`config.mk`:
```
export PLATFORM = sky130hd
export DESIGN_NAME = input_debounce_sync
export DESIGN_NICKNAME = d
export VERILOG_FILES = /design/src/rtl/input_debounce_sync.sv
export SDC_FILE = /design/constraint.sdc
export NUM_CORES = 1
export LEC_CHECK = 0
export ABC_AREA = 1
export ABC_CLOCK_PERIOD_IN_PS = 2230
export BUFFER_PORTS_ARGS = -buffer_cell sky130_fd_sc_hd__buf_4
export CAP_MARGIN = 20
export CORE_AREA = 5 5 53 55
export CTS_BUF_LIST = sky130_fd_sc_hd__clkbuf_4 sky130_fd_sc_hd__clkbuf_8 sky130_fd_sc_hd__clkbuf_16
export CTS_CLUSTER_DIAMETER = 100
export DETAILED_ROUTE_END_ITERATION = 16
export DIE_AREA = 0 0 58 60
export HOLD_SLACK_MARGIN = 0.03
export PLACE_DENSITY = 0.47
export SLEW_MARGIN = 10
export SYNTH_ARGS = -nofsm -noshare
export SYNTH_HDL_FRONTEND = slang
export SYNTH_SLANG_ARGS = --single-unit
```
`constraint.sdc`:
```
create_clock -name clk -period 2.23 [get_ports clk]
set_input_delay 0.223 -clock clk [delete_from_list [all_inputs] [get_ports clk]]
set_output_delay 0.223 -clock clk [all_outputs]
set_load 0.01 [all_outputs]
```
`src/rtl/input_debounce_sync.sv`:
```
// Synchronises an asynchronous raw input and debounces it into a stable level.
// Define DEBOUNCE_GLITCH_CNT_EN to add the saturating glitch_cnt output.
module input_debounce_sync #(
    parameter int unsigned SYNC_STAGES   = 2,
    parameter int unsigned STABLE_CYCLES = 16,
    parameter int unsigned CNT_W         = $clog2(STABLE_CYCLES) + 1,
    parameter int unsigned GLITCH_W      = 8
) (
    input  logic                clk,
    input  logic                rst_n,
    input  logic                enable,
    input  logic                raw_in,
    output logic                level_out,
`ifdef DEBOUNCE_GLITCH_CNT_EN
    output logic                busy,
    output logic [GLITCH_W-1:0] glitch_cnt
`else
    output logic                busy
`endif
);

    if (SYNC_STAGES < 2 || SYNC_STAGES > 4 || STABLE_CYCLES < 2 || STABLE_CYCLES > 65535 ||
        GLITCH_W < 1) begin : g_param_check
        $error("input_debounce_sync: parameter out of legal range");
    end

    // Encoding puts level_out in bit 1 and busy in bit 0 so outputs come straight from flops.
    typedef enum logic [1:0] {
        SLow      = 2'b00,
        SQualHigh = 2'b01,
        SHigh     = 2'b10,
        SQualLow  = 2'b11
    } state_e;

    localparam logic [CNT_W-1:0] CntLast = CNT_W'(STABLE_CYCLES - 1);
    localparam logic [CNT_W-1:0] CntOne  = CNT_W'(1);

    logic [SYNC_STAGES-1:0] sync_q;
    logic                   s;
    state_e                 state_q, state_d;
    logic [CNT_W-1:0]       cnt_q, cnt_d;
    logic                   glitch;

    assign s = sync_q[SYNC_STAGES-1];

    always_ff @(posedge clk) begin
        if (!rst_n) begin
            sync_q  <= '0;
            state_q <= SLow;
            cnt_q   <= '0;
        end else begin
            sync_q  <= {sync_q[SYNC_STAGES-2:0], raw_in};
            state_q <= state_d;
            cnt_q   <= cnt_d;
        end
    end

    always_comb begin
        state_d = state_q;
        cnt_d   = cnt_q;
        glitch  = 1'b0;
        if (!enable) begin
            // Abort without counting a glitch; stable states simply hold.
            cnt_d = '0;
            if (state_q == SQualHigh) state_d = SLow;
            if (state_q == SQualLow)  state_d = SHigh;
        end else begin
            unique case (state_q)
                SLow: begin
                    if (s) begin
                        state_d = SQualHigh;
                        cnt_d   = CntOne;
                    end
                end
                SQualHigh: begin
                    if (!s) begin
                        state_d = SLow;
                        cnt_d   = '0;
                        glitch  = 1'b1;
                    end else if (cnt_q == CntLast) begin
                        state_d = SHigh;
                        cnt_d   = '0;
                    end else begin
                        cnt_d = cnt_q + CntOne;
                    end
                end
                SHigh: begin
                    if (!s) begin
                        state_d = SQualLow;
                        cnt_d   = CntOne;
                    end
                end
                SQualLow: begin
                    if (s) begin
                        state_d = SHigh;
                        cnt_d   = '0;
                        glitch  = 1'b1;
                    end else if (cnt_q == CntLast) begin
                        state_d = SLow;
                        cnt_d   = '0;
                    end else begin
                        cnt_d = cnt_q + CntOne;
                    end
                end
            endcase
        end
    end

    assign level_out = state_q[1];
    assign busy      = state_q[0];

`ifdef DEBOUNCE_GLITCH_CNT_EN
    logic [GLITCH_W-1:0] glitch_cnt_q, glitch_cnt_d;

    always_comb begin
        glitch_cnt_d = glitch_cnt_q;
        if (glitch && glitch_cnt_q != '1) glitch_cnt_d = glitch_cnt_q + GLITCH_W'(1);
    end

    always_ff @(posedge clk) begin
        if (!rst_n) glitch_cnt_q <= '0;
        else        glitch_cnt_q <= glitch_cnt_d;
    end

    assign glitch_cnt = glitch_cnt_q;
`else
    logic unused_glitch;
    assign unused_glitch = glitch;
`endif

endmodule
```
# After elaboration in Yosys (flattened, before gate mapping)

Cells that the tools add are included.

Bits of input ports: 4
Bits in read-only memories: 0
RAM bits: 0
Output and inout port bits: 2
Latch bits: 0
Logic and storage cells: 35
Memories kept: 0
Register bits after elaboration: 9

Reduce and logical (&&, ||, !) cells: 5
Magnitude comparators: 0
Multipliers: 0
Shift-type cells: 0
Add/sub/neg operators: 1
Equality and inequality tests: 10
Divide/modulo/power cells: 0
Multiplexer cells: 16
Bitwise gates (word level): 0

Operators with widths:

| kind                                                                     | count |
|---|---|
| 5-bit 2-to-1 mux                                                         | 5 |
| 5-bit case mux with 4 select lines                                       | 1 |
| 2-bit 2-to-1 mux                                                         | 9 |
| 4-bit by 3-bit inequality test with 1-bit output (second input constant) | 2 |
| 2-bit case mux with 4 select lines                                       | 1 |
| 3-bit inequality test (second input constant)                            | 2 |
| 5-bit by 1-bit adder with 5-bit output (second input constant)           | 1 |
| 5-bit by 4-bit == test with 1-bit output (second input constant)         | 1 |
| 5-bit AND reduction                                                      | 1 |
| 2-bit == test (second input constant)                                    | 2 |
| 2-bit inequality test (second input constant)                            | 2 |
| 2-bit AND reduction                                                      | 2 |
| 3-bit nonzero test                                                       | 1 |
| 2-bit by 1-bit == test with 1-bit output (second input constant)         | 1 |
| 2-bit zero test                                                          | 1 |

# Logic depth before layout (Yosys ltp)

Gate-level depths: netlist of the first run.

Depth after elaboration: 5
Depth in mapped cells: 8

# Least setup slack after synthesis of the first run

OpenSTA, ideal clock, no wires.

Path type: register to register
Start point: register cnt_q[1]
End point: register with a tool-made name
Cell stages (with the launch flop): 9
Data required time: 2.115 ns
Library setup time: 0.115 ns
Path slack: 1.076 ns
Clock period less this slack: 1.154 ns
Arrival time: 1.039 ns
Path through: dfxtp_1 -> ha_1 -> nand2_1 -> nor2_4 -> nand3_1 -> nand2_1 -> nand3_2 -> nand2_1 -> a21oi_2

RTL lines:

| element                | RTL line | RTL |
|---|---|---|
| start, declared        | 41       | `logic [CNT_W-1:0] cnt_q, cnt_d;` |
| start signal, assigned | 54       | `cnt_q <= cnt_d;` |

==> flow_summary.ini, run 1 <==
[detailed_routing]
final_antenna_net_count = 0
wl_per_cell_um = 8.56
drt_iter0_drc = 9
first_pass_iters = 4
viasPerCell = 4.16
vias = 445
wirelength_um = 916
drc = 0

[yosys]
syn_nets = 73
yosysMostFrequentCell = nand2_1
synth_area_leaders = dfxtp_1 37%, nand2_1 12%, nand3_1 7.1%
synth-main-ff-cell = dfxtp_1
synth_area_leader_cell = dfxtp_1
async_flop_share_pct = 0
yosysTopAreaCellShare_pct = 36.7
yosysWarnings = 0
synthCells = 68
synthDistinctLibCells = 19
synth_edf_count = 0
synth_common_cells = 16 x nand2_1, 9 x dfxtp_1, 8 x inv_1
syn_avg_cell_area_sq_um = 7.21
ys_ff_latch = 9
synth_area_sq_um = 490
synth_seq_area_share_pct = 36.7

[worst_setup_path]
critPathMaxFanout = 4
rr_startpoint = cnt_q[1]
startpoint_type = flop
required_ps = 2390
worst-setup-path-type = reg2reg
r2r_cells = 8
r2r_slack_ps = 960
cp-end-kind = flop
critical_path_arrival_ps = 1430
worstSetupStartpoint = cnt_q[1]

[floorplanning]
die_area_sq_mm = 0.00348
coreArea_sq_mm = 0.00234
die_h_um = 60
std_cell_rows = 18
pin_count = 6
initial_core_util_pct = 20.9
die_w_um = 58

[layout]
multi_input_area_sq_um = 273
drive_gt1_share_pct = 27.3
area_growth_pct = 21.4
num_antenna_cells = 0
num-fill-cells = 274
finalNetCount = 83
register_area_sq_um = 180

[clocking]
clock_latency_ps = 260
cts_setup_buffers = 0
clock_path_buffers = 2
cts_num_sinks = 9
clk_root_buffer_cell = clkbuf_4
cts_tree = done
cts_buffers = 3
cts_max_level = 1
path_clk_slew_ps = 60
hold_buffers = 0
cts_resized = 0

[global_route]
antenna_found_initial = 0
grt_pass1_wl_um = 1780
track_usage_pct = 6.61
grt_max_degree = 8
grt_pass1_vias = 440
grt-ovfl-total = 0

[timing]
setup_viol = 0
hold_viol = 0
rsz0062_at_grt = false
slew_violations = 0
slew-limit-headroom_pct = 82.3
fin_worst_skew_ps = 2.02
period_minus_slack_ps = 1270
tightestPinTransition_ps = 265
period_share_pct = 56.9
setup_tns_ps = 0
clock.fmax_mhz = 788

[status]
outcome = finished clean

[placement]
gp_congestion = 0.728
portBuffers = 5
dp_hpwl_um = 728

[flow_run]
maxCapViolCount = 0

[hold_path]
hold_path_class = in2reg

[power_and_ir_drop]
finalPower_mw = 0.351
p_leak_nw = 0.218
ir_worst_vdd_mv = 0.432
cellPowerDensity_mw_per_mm2 = 589
==> layout make-up <==
class	count	share of cell area (%)
Tap cell	30	6.30
Sequential cell	9	30.3
Inverter	10	6.30
Timing Repair Buffer	5	6.30
Clock buffer	4	5.04
Multi-Input combinational cell	49	45.8
==> critical path, stage by stage, from the launching register on <==
cell	delay, ps
dfxtp_1	350
ha_1	180
nand2_1	110
nor2_4	120
nand3_1	80
nand2_1	120
nand3_2	80
nand2_1	80
a21oi_2	50
==> worst min-delay path by stage <==
| stage | end | cells after the start | slack, ps | start |
|---|---|---|---|---|
| finish | sync_q[0] | 3 | 140 | raw_in |
| global route | sync_q[0] | 3 | 140 | raw_in |
| floorplan | sync_q[0] | 2 | 320 | rst_n |
| detailed placement | sync_q[1] | 2 | 400 | sync_q[0] |
| CTS | sync_q[0] | 3 | 130 | raw_in |
| global placement | sync_q[1] | 2 | 410 | sync_q[0] |
==> metrics by stage <==
stage	worst slack (ps)	instance area (sq um)	utilization, %	hold WS [ps]	instances
global route	792	596	25.4	143	107
global placement	982	566	24.1	407	103
finish	960	596	25.4	138	107
CTS	961	596	25.4	133	107
detailed placement	971	566	24.1	404	103
floorplan	1080	490	-	316	68
==> layer usage <==
layer  wire, um  vias up  track usage (%)  part of all wire [%]
met2        394        9             10.3                    43
met4          0        0            0.993                     0
met5          0        -                0                     0
met3         66        0             4.10                   7.2
li1           -      240                -                     -
met1        454      196             7.87                    50
==> cell usage in the layout (no fill, tap or decap) <==
master    count
nand2_1      16
nand2_2       3
xnor2_2       1
nand4_1       1
inv_2         2
a211oi_1      1
buf_4         5
nand3_2       1
nor2_2        2
nor2_1        3
a211oi_2      1
a21oi_1       6
clkbuf_4      4
ha_1          1
o21ai_0       2
nand3_1       7
nor2_4        1
a21oi_2       1
nor3_1        2
dfxtp_1       9
inv_1         8
==> cell families after synthesis <==
group	synth area share, %
fa+ha+maj	2.55
compound gates	14.0
buf+inv	7.65
xor+xnor	3.32
simple gates	35.7
flops	36.7
==> power breakdown <==
group,switching (mW),leakage (nW),internal (mW)
Clock,0.0604,0.0184,0.0813
Combinational,0.0244,0.127,0.0152
Sequential,0.00461,0.0732,0.165
Power figures use the tool's default switching activity.
==> inputs of run 2 (changes only) <==
--- a/config.mk
+++ b/config.mk
@@ -6,7 +6,7 @@
 export NUM_CORES = 1
 export LEC_CHECK = 0
 export ABC_AREA = 1
-export ABC_CLOCK_PERIOD_IN_PS = 2230
+export ABC_CLOCK_PERIOD_IN_PS = 1200
 export BUFFER_PORTS_ARGS = -buffer_cell sky130_fd_sc_hd__buf_4
 export CAP_MARGIN = 20
 export CORE_AREA = 5 5 53 55
==> constraint.sdc (replaced) <==
create_clock -name clk -period 1.2 [get_ports clk]
set_input_delay 0.12 -clock clk [delete_from_list [all_inputs] [get_ports clk]]
set_output_delay 0.12 -clock clk [all_outputs]
set_load 0.01 [all_outputs]
==> flow_summary.ini, run 2 (synthesis results as in run 1) <==
[status]
outcome = complete, but fails checks
violations = setup timing

[detailed_routing]
first_pass_iters = 4
drc = 0
final_antenna_net_count = 0
vias = 468
drt_iter0_drc = 5
wl_per_cell_um = 9.37
wirelength_um = 1070
viasPerCell = 4.11

[timing]
setup_viol = 2
setup_ws_ps = -5.80
tightestPinTransition_ps = 187
whs_ps = 42.2
fin_worst_skew_ps = 3.22
setup_tns_ps = -6.01
slew-limit-headroom_pct = 87.5
period_minus_slack_ps = 1210
hold_viol = 0
period_share_pct = 100
rsz0062_at_grt = true
clock.fmax_mhz = 829
slew_violations = 0

[worst_setup_path]
startpoint_type = flop
critPathMaxFanout = 4
cpMaxStageDelayCell = dfxtp_2
required_ps = 1350
crit_buf_inv = 0
cp-end-kind = flop
rr_startpoint = cnt_q[0]
worst-setup-path-type = reg2reg
r2r_cells = 8
cp_cell_sequence = ha_4, nand2_4, nor2_4, nand3_2, nand2_2, nand3_2, nand2_2, a21oi_2
r2r_slack_ps = -6
path_delay_family = simple AND/OR/NAND/NOR gates
slowest_delay_ps = 350
critical_path_arrival_ps = 1360

[placement]
portBuffers = 5
dp_hpwl_um = 791
place_area_sq_um = 603
gp_congestion = 0.809

[floorplanning]
die_area_sq_mm = 0.00348
die_w_um = 58
coreArea_sq_mm = 0.00234
die_h_um = 60
initial_core_util_pct = 20.9
std_cell_rows = 18
pin_count = 6

[hold_path]
hp-start = raw_in
holdPathStages = 3
hold_path_end = sync_q[0]
hold_path_class = in2reg

[power_and_ir_drop]
p_leak_nw = 0.272
cellPowerDensity_mw_per_mm2 = 956
finalPower_mw = 0.669
ir_worst_vdd_mv = 0.522

[layout]
final_common_cell = nand2_1
area_growth_pct = 42.6
finalNetCount = 90
fin_util_pct = 29.9
final_cell_mix = 13 x nand2_1, 12 x buf_4, 8 x inv_1
num_antenna_cells = 0
drive_gt1_share_pct = 48.8
stdcell_area_sq_um = 699

[global_route]
grt_pass1_vias = 477
track_usage_pct = 7.30
grt_pass1_wl_um = 1920
grt-ovfl-total = 0
grt_max_degree = 8
antenna_found_initial = 0

[clocking]
cts_num_sinks = 9
path_clk_slew_ps = 70
cts_max_level = 1
cts_tree = done
clk_root_buffer_cell = clkbuf_4
hold_buffers = 0
clock_path_buffers = 2
cts_buffers = 3
clock_latency_ps = 260

[flow_run]
maxCapViolCount = 0
## run 2: cell count changes in the layout (fill, tap and decap cells not counted), moves of 2 or more
cell     before  now
nand2_2       3    5
a21oi_2       1    4
buf_4         5   12
nand3_1       7    5
nand3_2       1    3
dfxtp_2       0    4
nand2_1      16   13
dfxtp_1       9    5
a21oi_1       6    3
## run 2: how the worst max path moves through the flow
stage          startpoint  endpoint  cells after the start  slack, ps
6_report         cnt_q[0]      flop                      8         -6
5_1_grt          cnt_q[0]      flop                      7       -100
4_1_cts          cnt_q[1]      flop                      7          1
3_5_place_dp     cnt_q[1]      flop                      7        -30
3_3_place_gp     cnt_q[1]      flop                      8        -20
2_1_floorplan    cnt_q[1]      flop                      8         50
## run 2: repair_timing
| item | CTS | global route |
|---|---|---|
| resized for setup | 5 | 10 |
| endpoints found under the setup margin | 2 | 4 |
| pin swaps | 2 | 4 |
| buffers inserted | 0 | 2 |
## run 2: final cells by class
cell class                 count  area, sq um
clock buffer                   4         30.0
multi-input combinational     49          319
sequential                     9          185
inverter                      10         37.5
timing repair buffer          12         90.1
tap                           30         37.5
fill                         269         1640
## run 2: stage by stage
stage / setup WS (ps) / instances
final: -5.80 / 114
after global routing: -95.0 / 114
after CTS: 1.09 / 112
after detailed placement: -34.3 / 108
after global placement: -15.5 / 108
after floorplan: 46.4 / 68
## run 2: layer usage
layer,vias to the layer above,wire length [um],track usage [%]
met5,-,0,0
met4,0,0,0.993
met3,0,50,4.10
met2,8,520,12.7
met1,209,496,7.90
li1,251,-,-
## run 2: worst reg2reg max path, stage by stage (launching register included)
cell	delay, ps
dfxtp_2	350
ha_4	150
nand2_4	60
nor2_4	150
nand3_2	80
nand2_2	100
nand3_2	90
nand2_2	70
a21oi_2	50
## run 2: report_power, final
part / internal, mW / switching, mW
Combinational: 0.0373 / 0.0556
Clock: 0.151 / 0.112
Sequential: 0.306 / 0.00653
==> inputs of run 3 (changes only) <==
--- a/config.mk
+++ b/config.mk
@@ -7,15 +7,15 @@
 export LEC_CHECK = 0
 export ABC_AREA = 1
 export ABC_CLOCK_PERIOD_IN_PS = 1200
-export BUFFER_PORTS_ARGS = -buffer_cell sky130_fd_sc_hd__buf_4
 export CAP_MARGIN = 20
 export CORE_AREA = 5 5 53 55
 export CTS_BUF_LIST = sky130_fd_sc_hd__clkbuf_4 sky130_fd_sc_hd__clkbuf_8 sky130_fd_sc_hd__clkbuf_16
-export CTS_CLUSTER_DIAMETER = 100
 export DETAILED_ROUTE_END_ITERATION = 16
 export DIE_AREA = 0 0 58 60
+export DONT_BUFFER_PORTS = 1
 export HOLD_SLACK_MARGIN = 0.03
-export PLACE_DENSITY = 0.47
+export PLACE_DENSITY = 0.45
+export SETUP_SLACK_MARGIN = 0.3
 export SLEW_MARGIN = 10
 export SYNTH_ARGS = -nofsm -noshare
 export SYNTH_HDL_FRONTEND = slang
==> flow_summary.ini, run 3 (synthesis results as in run 1) <==
[placement]
dp_slack_ps = -48.7
gp_congestion = 0.767
portBuffers = 0
dp_hpwl_um = 786
dp_cells = 102

[global_route]
antenna_found_initial = 0
grt_max_degree = 7
grt_pass1_vias = 441
grt_pass1_wl_um = 1790
track_usage_pct = 6.97
grt-ovfl-total = 0

[worst_setup_path]
startpoint_type = flop
required_ps = 1350
critPathMaxFanout = 4
cp-end-kind = flop
worst-setup-path-type = reg2reg
critical_path_arrival_ps = 1340

[layout]
num-fill-cells = 270
fin_cells = 110
fin_util_pct = 29.6
final_cell_mix = 11 x nand2_1, 8 x inv_1, 7 x nand2_2
area_growth_pct = 41.6
drive_gt1_share_pct = 45.0
num_antenna_cells = 0
final_common_cell = nand2_1
finalNetCount = 86

[clocking]
cts_tree = done
cts_max_level = 1
cts_num_sinks = 9
clock_latency_ps = 270
clk_root_buffer_cell = clkbuf_4
cts_buffers = 3
path_clk_slew_ps = 70
clock_path_buffers = 2

[detailed_routing]
first_pass_iters = 4
wirelength_um = 1060
drt_iter0_drc = 11
vias = 461
wl_per_cell_um = 9.66
wl_met3_um = 27
wl_met2_um = 461
final_antenna_net_count = 0
wl_met1_um = 537
viasPerCell = 4.19
drc = 0
routed.top_layer = met4

[power_and_ir_drop]
p_leak_nw = 0.253
finalPower_mw = 0.660
cellPowerDensity_mw_per_mm2 = 950
ir_worst_vdd_mv = 0.546

[timing]
setup_viol = 0
slew_violations = 0
tightestPinTransition_ps = 199
setup_ws_ps = 10.5
clock.fmax_mhz = 841
fin_worst_skew_ps = 10.4
hold_viol = 0
period_minus_slack_ps = 1190
setup_tns_ps = 0
slew-limit-headroom_pct = 86.7
period_share_pct = 99.1
rsz0062_at_grt = true

[flow_run]
maxCapViolCount = 0

[floorplanning]
coreArea_sq_mm = 0.00234
initial_core_util_pct = 20.9
die_area_sq_mm = 0.00348
pin_count = 6
std_cell_rows = 18
die_w_um = 58
die_h_um = 60

[status]
outcome = finished clean

[hold_path]
hold_path_class = in2reg
run 3: power breakdown:
part	internal, mW	leakage [nW]	switching, mW
registers	0.305	0.0757	0.00744
logic	0.0333	0.159	0.0515
clock network	0.151	0.0184	0.112
total	0.489	0.253	0.171
run 3: routing by layer:
metal / vias to the layer above / track usage (%)
met2: 5 / 11.1
met3: 4 / 1.94
li1: 248 / -
met5: - / 0
met4: 0 / 4.97
met1: 204 / 8.00
run 3: final cells by class:
type                    instances  area (sq um)  area share (%)
inverters                      10          37.5            5.41
repair buffers                  8          67.6            9.73
well taps                      30          37.5            5.41
clock buffers                   4          30.0            4.32
multi-input cells              49           333            47.9
flip-flops and latches          9           189            27.2
run 3: metrics by stage:
stage	hold WS [ps]	cell area (sq um)
final	85.6	694
after global routing	117	694
after CTS	82.3	676
after detailed placement	225	588
after global placement	216	588
after floorplan	213	520
run 3: worst paths after layout:
check	to	slack (ps)	cells after the start	start
setup / recovery	flop	10	8	cnt_q[0]
hold / removal	cnt_q[1]	90	2	enable
setup reg to reg	flop	10	8	cnt_q[0]
hold reg to reg	sync_q[1]	410	2	sync_q[0]
run 3: timing repair:
| action | 4_1_cts | 5_1_grt |
|---|---|---|
| pin swaps | 5 | 0 |
| buffers inserted | 1 | 0 |
| setup endpoints to repair | 8 | 7 |
| resized for setup | 6 | 4 |
| hold endpoints to repair | 5 | 0 |
| hold buffers | 3 | 0 |
run 3: critical path, cell delays in order (launching register included):
cell,delay (ps)
dfxtp_2,350
ha_4,150
nand2_4,60
nor2_4,120
nand3_2,80
nand2_2,90
nand3_2,100
nand2_2,70
a21oi_2,50
